`config.mk`:
```
export PLATFORM = sky130hd
export DESIGN_NAME = rr_mux_arbiter
export DESIGN_NICKNAME = d
export VERILOG_FILES = /design/src/rtl/rr_arb_pkg.sv /design/src/rtl/onehot_mux.sv /design/src/rtl/rr_grant_gen.sv /design/src/rtl/rr_mux_arbiter.sv
export SDC_FILE = /design/constraint.sdc
export NUM_CORES = 1
export LEC_CHECK = 0
export ABC_AREA = 1
export ABC_CLOCK_PERIOD_IN_PS = 2000
export CORE_MARGIN = 1
export CORE_UTILIZATION = 37
export DETAILED_ROUTE_END_ITERATION = 8
export PLACE_DENSITY = 0.82
export SYNTH_ARGS = -nofsm -noshare
export SYNTH_HDL_FRONTEND = slang
export SYNTH_SLANG_ARGS = --single-unit
```
`constraint.sdc`:
```
create_clock -name clk -period 2 [get_ports clk]
set_input_delay 0.3 -clock clk [delete_from_list [all_inputs] [get_ports clk]]
set_output_delay 0.3 -clock clk [all_outputs]
set_load 0.05 [all_outputs]
```
`src/rtl/rr_arb_pkg.sv`:
```
// Shared encodings for the round-robin mux arbiter: packet-lock state and
// output-stage occupancy.
package rr_arb_pkg;

  localparam logic [0:0] LK_UNLOCKED = 1'b0;
  localparam logic [0:0] LK_LOCKED   = 1'b1;

  localparam logic [0:0] OS_EMPTY = 1'b0;
  localparam logic [0:0] OS_FULL  = 1'b1;

endpackage

```
`src/rtl/onehot_mux.sv`:
```
// Generic AND-OR multiplexer driven by a one-hot select; a zero select
// yields zero data.
module onehot_mux #(
  parameter int WIDTH    = 8,
  parameter int CHANNELS = 4
) (
  input  logic [CHANNELS-1:0]       i_sel,
  input  logic [CHANNELS*WIDTH-1:0] i_data,
  output logic [WIDTH-1:0]          o_data
);

  // OR together every slice gated by its select bit
  always_comb begin
    o_data = '0;
    for (int i = 0; i < CHANNELS; i++) begin
      o_data = o_data | (i_data[i*WIDTH +: WIDTH] & {WIDTH{i_sel[i]}});
    end
  end

endmodule

```
`src/rtl/rr_grant_gen.sv`:
```
// Round-robin grant: rotate requests so the pointer sits at bit 0, pick the
// lowest set bit, rotate back. A held lock overrides arbitration.
module rr_grant_gen #(
  parameter int CHANNELS = 4,
  parameter int CH_W     = $clog2(CHANNELS)
) (
  input  logic [CHANNELS-1:0] i_req,
  input  logic [CH_W-1:0]     i_ptr,
  input  logic                i_lock,
  input  logic [CH_W-1:0]     i_lock_ch,
  output logic [CHANNELS-1:0] o_grant
);

  logic [CHANNELS-1:0] w_req_rot;
  logic [CHANNELS-1:0] w_gnt_rot;
  logic [CHANNELS-1:0] w_gnt_free;
  logic [CHANNELS-1:0] w_gnt_lock;
  logic [CHANNELS-1:0] w_one;

  assign w_one = {{(CHANNELS-1){1'b0}}, 1'b1};

  // x & -x isolates the lowest set bit, i.e. the first requester at/after ptr
  always_comb begin
    w_req_rot  = CHANNELS'({i_req, i_req} >> i_ptr);
    w_gnt_rot  = w_req_rot & (~w_req_rot + w_one);
    w_gnt_free = CHANNELS'(({w_gnt_rot, w_gnt_rot} << i_ptr) >> CHANNELS);
    w_gnt_lock = w_one << i_lock_ch;
    if (i_lock) begin
      o_grant = w_gnt_lock;
    end else begin
      o_grant = w_gnt_free;
    end
  end

endmodule

```
`src/rtl/rr_mux_arbiter.sv`:
```
// Round-robin arbiter sharing one registered valid/ready output channel
// between CHANNELS requesters, with optional packet-level grant locking.
module rr_mux_arbiter
  import rr_arb_pkg::*;
#(
  parameter int WIDTH       = 8,
  parameter int CHANNELS    = 4,
  parameter int PACKET_MODE = 0,
  parameter int CH_W        = $clog2(CHANNELS)
) (
  input  logic                      clk,
  input  logic                      reset,
  input  logic [CHANNELS-1:0]       in_valid,
  input  logic [CHANNELS-1:0]       in_last,
  input  logic [CHANNELS*WIDTH-1:0] in_data,
  output logic [CHANNELS-1:0]       in_ready,
  output logic [CHANNELS-1:0]       grant_one_hot,
  output logic                      out_valid,
  input  logic                      out_ready,
  output logic [WIDTH-1:0]          out_data,
  output logic [CH_W-1:0]           out_channel,
  output logic                      out_last
);

  localparam bit PKT_EN = (PACKET_MODE != 0);

  logic [0:0]          r_os_state;
  logic [0:0]          r_lock_state;
  logic [CH_W-1:0]     r_ptr;
  logic [CH_W-1:0]     r_lock_ch;
  logic [WIDTH-1:0]    r_out_data;
  logic [CH_W-1:0]     r_out_channel;
  logic                r_out_last;

  logic [CHANNELS-1:0] w_grant;
  logic [WIDTH-1:0]    w_sel_data;
  logic [CH_W-1:0]     w_gidx;
  logic [CH_W-1:0]     w_ptr_next;
  logic                w_space;
  logic                w_accept;
  logic                w_last;

  rr_grant_gen #(
    .CHANNELS (CHANNELS),
    .CH_W     (CH_W)
  ) u_grant (
    .i_req     (in_valid),
    .i_ptr     (r_ptr),
    .i_lock    (r_lock_state == LK_LOCKED),
    .i_lock_ch (r_lock_ch),
    .o_grant   (w_grant)
  );

  onehot_mux #(
    .WIDTH    (WIDTH),
    .CHANNELS (CHANNELS)
  ) u_mux (
    .i_sel  (w_grant),
    .i_data (in_data),
    .o_data (w_sel_data)
  );

  // Grant index, accept qualification and next pointer value
  always_comb begin
    w_gidx = '0;
    for (int i = 0; i < CHANNELS; i++) begin
      w_gidx = w_gidx | (w_grant[i] ? CH_W'(i) : '0);
    end
    w_space    = (r_os_state == OS_EMPTY) | out_ready;
    w_accept   = |(in_valid & w_grant) & w_space;
    w_last     = PKT_EN & (|(in_last & w_grant));
    w_ptr_next = (w_gidx == CH_W'(CHANNELS - 1)) ? '0 : (w_gidx + CH_W'(1));
  end

  // Output register: reload on accept, drain on out_ready, otherwise hold
  always_ff @(posedge clk) begin
    if (reset) begin
      r_os_state    <= OS_EMPTY;
      r_out_data    <= '0;
      r_out_channel <= '0;
      r_out_last    <= 1'b0;
    end else if (w_accept) begin
      r_os_state    <= OS_FULL;
      r_out_data    <= w_sel_data;
      r_out_channel <= w_gidx;
      r_out_last    <= w_last;
    end else if (out_ready) begin
      r_os_state    <= OS_EMPTY;
    end
  end

  // Rotating pointer advances past the winner at the end of each packet
  always_ff @(posedge clk) begin
    if (reset) begin
      r_ptr <= '0;
    end else if (w_accept && (!PKT_EN || w_last)) begin
      r_ptr <= w_ptr_next;
    end
  end

  // Packet lock: held from a non-last beat until the last beat transfers
  always_ff @(posedge clk) begin
    if (reset) begin
      r_lock_state <= LK_UNLOCKED;
      r_lock_ch    <= '0;
    end else if (PKT_EN && w_accept) begin
      case (r_lock_state)
        LK_UNLOCKED: begin
          if (!w_last) begin
            r_lock_state <= LK_LOCKED;
            r_lock_ch    <= w_gidx;
          end
        end
        LK_LOCKED: begin
          if (w_last) begin
            r_lock_state <= LK_UNLOCKED;
          end
        end
        default: r_lock_state <= LK_UNLOCKED;
      endcase
    end
  end

  assign grant_one_hot = w_grant;
  assign in_ready      = w_grant & {CHANNELS{w_space}};
  assign out_valid     = (r_os_state == OS_FULL);
  assign out_data      = r_out_data;
  assign out_channel   = r_out_channel;
  assign out_last      = r_out_last;

endmodule

```
Yosys cells after proc, flatten, opt, wreduce, memory -nomap -nowiden
Index checks and enable logic that the tools add are counted.
- output and inout port bits: 20
- register bits after elaboration: 13
- bitwise logic cells: 16
- reduce and logical (&&, ||, !) cells: 2
- multiplexer cells: 6
- shift operators: 2
- equal/unequal tests: 1
- add/sub/neg operators: 2
- operators by type and width (operator ; count):
    AND 8 bit ; 4
    bitwise OR 8 bit ; 3
    AND 4 bit ; 3
    << shifter 8 x 2 -> 8 bit ; 1
    >> shifter 8 x 2 -> 4 bit ; 1
    two-way mux 2 bit ; 3
    adder 4 x 1 -> 4 bit, second input constant ; 1
    NOT 4 bit ; 1
    OR reduction 4 bit ; 1
    two-way mux 1 bit ; 3
    adder 2 x 1 -> 2 bit, second input constant ; 1
    == test 2 bit, second input constant ; 1
    bitwise OR 1 x 2 -> 2 bit ; 1
    bitwise OR 2 bit ; 1
    nonzero test 2 bit ; 1
    AND 1 bit ; 1
    NOT 1 bit ; 1
    bitwise OR 1 bit ; 1

Depth between registers and ports, before layout
- word-level depth: 10
- gate-level depth with buffers: 17
- depth with buffers taken out: 15

Modules after synthesis
From an unflattened synthesis, not the netlist that was laid out.
- cells, all modules: 244
- area total of the unflattened synthesis: 1313.8 um^2
- by module, submodules not included (module ; seq. area each (um^2) ; cells each ; area an instance (um^2) ; instances):
    rr_mux_arbiter ; 260.2 ; 102 ; 681.9 ; 1
    rr_grant_gen ; 0.0 ; 66 ; 341.6 ; 1
    onehot_mux ; 0.0 ; 76 ; 290.3 ; 1

Worst setup path before layout
Ideal clock, no wire load.
- kind: flip-flop to output port
- start point: register r_ptr[1]
- end point: output in_ready[0]
- setup slack: -113 ps
- data required time: 1700 ps
- path buffers: 1
- stages on the path, launching flop included: 9
- data arrival time: 1813 ps
- cells stage by stage: dfxtp_1 buf_6 inv_2 nand3_2 nand2_4 nand2_2 o21ai_2 nand3_2 a21oi_1
- word-level cells in the longest chain between the ends: 6
- RTL lines (item ; line ; source):
    start: declaration ; rr_mux_arbiter.sv:29 ; logic [CH_W-1:0] r_ptr;
    start signal: assignment ; rr_mux_arbiter.sv:97 ; r_ptr <= w_ptr_next;
    >> shifter 8 x 2 -> 4 bit ; rr_grant_gen.sv:24 ; w_req_rot = CHANNELS'({i_req, i_req} >> i_ptr);
    NOT 4 bit ; rr_grant_gen.sv:25 ; w_gnt_rot = w_req_rot & (~w_req_rot + w_one);
    adder 4 x 1 -> 4 bit ; rr_grant_gen.sv:25 ;
    AND 4 bit ; rr_grant_gen.sv:25 ;
    << shifter 8 x 2 -> 8 bit * ; rr_grant_gen.sv:26 ; w_gnt_free = CHANNELS'(({w_gnt_rot, w_gnt_rot} << i_ptr) >> CHANNELS);
    AND 4 bit * ; rr_mux_arbiter.sv:125 ; assign in_ready = w_grant & {CHANNELS{w_space}};
    end: declaration ; rr_mux_arbiter.sv:16 ; output logic [CHANNELS-1:0] in_ready,
Mark *: on every way between the ends. The rest lies on a longest branch, timed or not.

Worst setup path after layout
- start point: register r_ptr[0]
- end point: output in_ready[3]
Same word-level chain as after synthesis.

==> metrics.cfg <==
[status]
run_status = finished, violations left
failed_checks = setup timing

[critical_path]
worstSetupPathType = flop to primary output
crit_arrival_ps = 1910
crit_path_start_kind = flop
crit_chain = inv_6 -> nand2_4 -> nand3_1 -> nand2_2 -> inv_1 -> nand3_2 -> nand2_1 -> nand3_2 -> buf_4 -> a21oi_4 -> buf_12
critical_path_required_ps = 1700
critical-path-slowest-cell = sky130_fd_sc_hd__dfxtp_4
critical_path.max_fanout = 6
endpoint_kind = primary output
timing.critical_path.mode_cell = sky130_fd_sc_hd__nand3_2
timing.critical_path.buf_inv = 4
crit_family = simple AND/OR/NAND/NOR gates
max_stage_delay_ps = 390

[placed_design]
portBuffers = 57
place.detailed.instances = 278
post-place-ws_ps = -276
gp_congestion = 0.823
hpwl_um = 2400
placement.cell_area_um2 = 1810

[detailed_routing]
vias = 1485
routed_via_density = 5.16
detail_route.wl_per_cell_um = 14.1
postRouteWirelength_um = 4070
drt_initial_violations = 83
drt-pass1-iter-count = 5
post-route-drc-count = 0
ant_nets = 0

[grt]
grt_util_met3 = 0.0211
grt_use_total = 0.216
antenna_found_initial = 0
top_usage_layer = met2
grt.overflow.total = 0
grt_max_degree = 21
grt_util_met2 = 0.360
grt_use_met1 = 0.282
first_global_vias = 1233
grt_pass1_wl_um = 5440

[cells_and_area]
post-route-util = 0.757
layout.nets = 301
antennaDiodeCount = 0
finalInstanceArea_um2 = 2070
final_layout_size_suffix_gt1_frac = 0.315
syn_to_final_growth_pct = 96.0
final_cell_count_no_fill = 288

[logic_synthesis]
ys_seq_area_frac = 0.246
synth_cell_type_count = 21
synth.top_cells.by_area = sky130_fd_sc_hd__nand2_1, sky130_fd_sc_hd__dfxtp_1, sky130_fd_sc_hd__nor2_1
post_synth_inst_count = 182
synth_commonest_cells = sky130_fd_sc_hd__nand2_1, sky130_fd_sc_hd__nor2_1, sky130_fd_sc_hd__dfxtp_1, sky130_fd_sc_hd__nand3_1, sky130_fd_sc_hd__inv_1
synthesis.area_um2 = 1060
yosys.cell_count.top_type = sky130_fd_sc_hd__nand2_1
synth_largest_type_area_fraction = 0.263
synth-simple-area-share = 0.575
ys_dominant_reg_cell = sky130_fd_sc_hd__dfxtp_1
synth_top_family_by_area = simple AND/OR/NAND/NOR gates
synth_edf_count = 0
synth_adder_area_share = 0
yosys_top_cell_by_area = sky130_fd_sc_hd__nand2_1
synthesis.area_per_instance_um2 = 5.80
synth_fp_nets = 225
synthesis.yosys.warnings = 0
synth_async_sr_flop_share = 0
synth-xor-area-share = 0
yosys-mux-area-fraction = 0
yosys_register_bits = 13
synth-compound-area-share = 0.0509

[clock_network]
cts_tree = yes
clock_tree.root_cell = sky130_fd_sc_hd__clkbuf_4
clock_latency_at_the_later_pin_of_the_worst_skew_pair_ps = 280
clock_sinks = 13
clock_buffers_created_by_tritoncts = 3
clock_tree.buffer_depth = 2
cts_max_level = 1
ctsHoldBuffers = 0
cts.reportedPaths.clkPinSlew_ps = 80

[sta]
tightestPinTransition_ps = 522
setup_viol = 9
unrepaired_setup_endpoints_after_global_routing = yes
fin_hold_ws_ps = 468
max_clock_freq_mhz = 453
fin_crit_sh = 1.10
fin_tns_setup_ps = -1220
relSlewSlack = 0.651
hold_viol_final = 0
timing.final.crit_period_ps = 2210
post-route-worst-setup-slack_ps = -208
drv_slew = 0
fin_skew_ps = 2.19

[floorplan]
start_util = 0.386
floorplan.die_area_um2 = 3070
design.core.area_um2 = 2730
io_pins = 63
horizontal_die_dimension_um = 55.4
die_h_um = 55.4
num_rows = 19

[power_and_ir_drop]
total_power_mw = 4.55
pwr_density_cell_nw_per_um2 = 2200
vdd_drop_max_mv = 1.71
power.static_leakage_nw = 0.928

[hold_path]
worst_hold_path_type = flop to flop

[flow_run]
max_cap_viol_count = 0

-- cell families after synthesis --
logic type             count (synthesis)
flip-flops                            13
buffers and inverters                 24
other                                  1
AO/OA/AOI/OAI                         10
AND/OR/NAND/NOR                      134
-- final timing paths --
check                                                  from                           to  slack, ps  depth (start not counted)
worst max-delay path                  r_ptr[0]$_SDFFE_PP0P_                  in_ready[3]       -210                         11
worst min-delay path            out_channel[1]$_SDFFE_PP0P_  out_channel[1]$_SDFFE_PP0P_        470                          2
worst max register to register        r_ptr[0]$_SDFFE_PP0P_     out_data[6]$_SDFFE_PP0P_        -10                         15
worst min register to register  out_channel[1]$_SDFFE_PP0P_  out_channel[1]$_SDFFE_PP0P_        470                          2
-- state kept, by name, indices dropped and copies added (netlist names) --
name,count
out_channel,2
out_valid,1
r_ptr,2
out_data,8
-- worst register-to-register path, cell delays in order (launching register included) --
cell and delay, ps:
sky130_fd_sc_hd__dfxtp_4 420, sky130_fd_sc_hd__inv_6 60, sky130_fd_sc_hd__nand2_4 70, sky130_fd_sc_hd__nand3_1 100, sky130_fd_sc_hd__nand2_2 140, sky130_fd_sc_hd__inv_1 90, sky130_fd_sc_hd__nand3_2 90, sky130_fd_sc_hd__nand2_1 100
sky130_fd_sc_hd__nand3_2 100, sky130_fd_sc_hd__nand2_2 70, sky130_fd_sc_hd__buf_6 130, sky130_fd_sc_hd__buf_4 170, sky130_fd_sc_hd__nand2_1 80, sky130_fd_sc_hd__nand4_1 120, sky130_fd_sc_hd__nor2_1 140, sky130_fd_sc_hd__nor2_1 60
-- report_power, final --
| part | internal (mW) | switching [mW] |
|---|---|---|
| clock | 0.0775 | 0.0884 |
| combinational | 1.60 | 2.31 |
| sequential | 0.382 | 0.0856 |
-- placed cells by master (no fill, tap or decap), drive strengths merged --
master	netlist	final
o21ai	3	3
nand2	84	84
dlygate4sd2	0	4
nor2	25	25
conb	1	1
inv	15	15
a21oi	7	7
nand3	17	17
nand4	8	8
clkdlybuf4s50	0	45
dfxtp	13	13
clkbuf	0	4
buf	8	30
clkinv	1	1
-- repair_timing --
| item | 4_1_cts | 5_1_grt |
|---|---|---|
| gates resized for setup | 21 | 29 |
| setup endpoints to repair | 20 | 21 |
| setup buffers | 4 | 2 |
| pin swaps | 8 | 11 |
-- final cells by class --
| class | count | area (um2) |
|---|---|---|
| multi-input combinational | 145 | 835 |
| tap | 31 | 38.8 |
| sequential | 13 | 268 |
| fill | 193 | 664 |
| inverter | 16 | 65.1 |
| clock buffer | 4 | 26.3 |
| timing repair buffer | 79 | 837 |
-- metal layers --
layer	up-vias	share of wire	wire length [um]
li1	721	-	-
met1	683	0.40	1630
met2	67	0.52	2110
met3	14	0.044	181
met4	0	0.037	150
met5	-	0	0
Note: power is estimated with default switching activity, not from simulation.
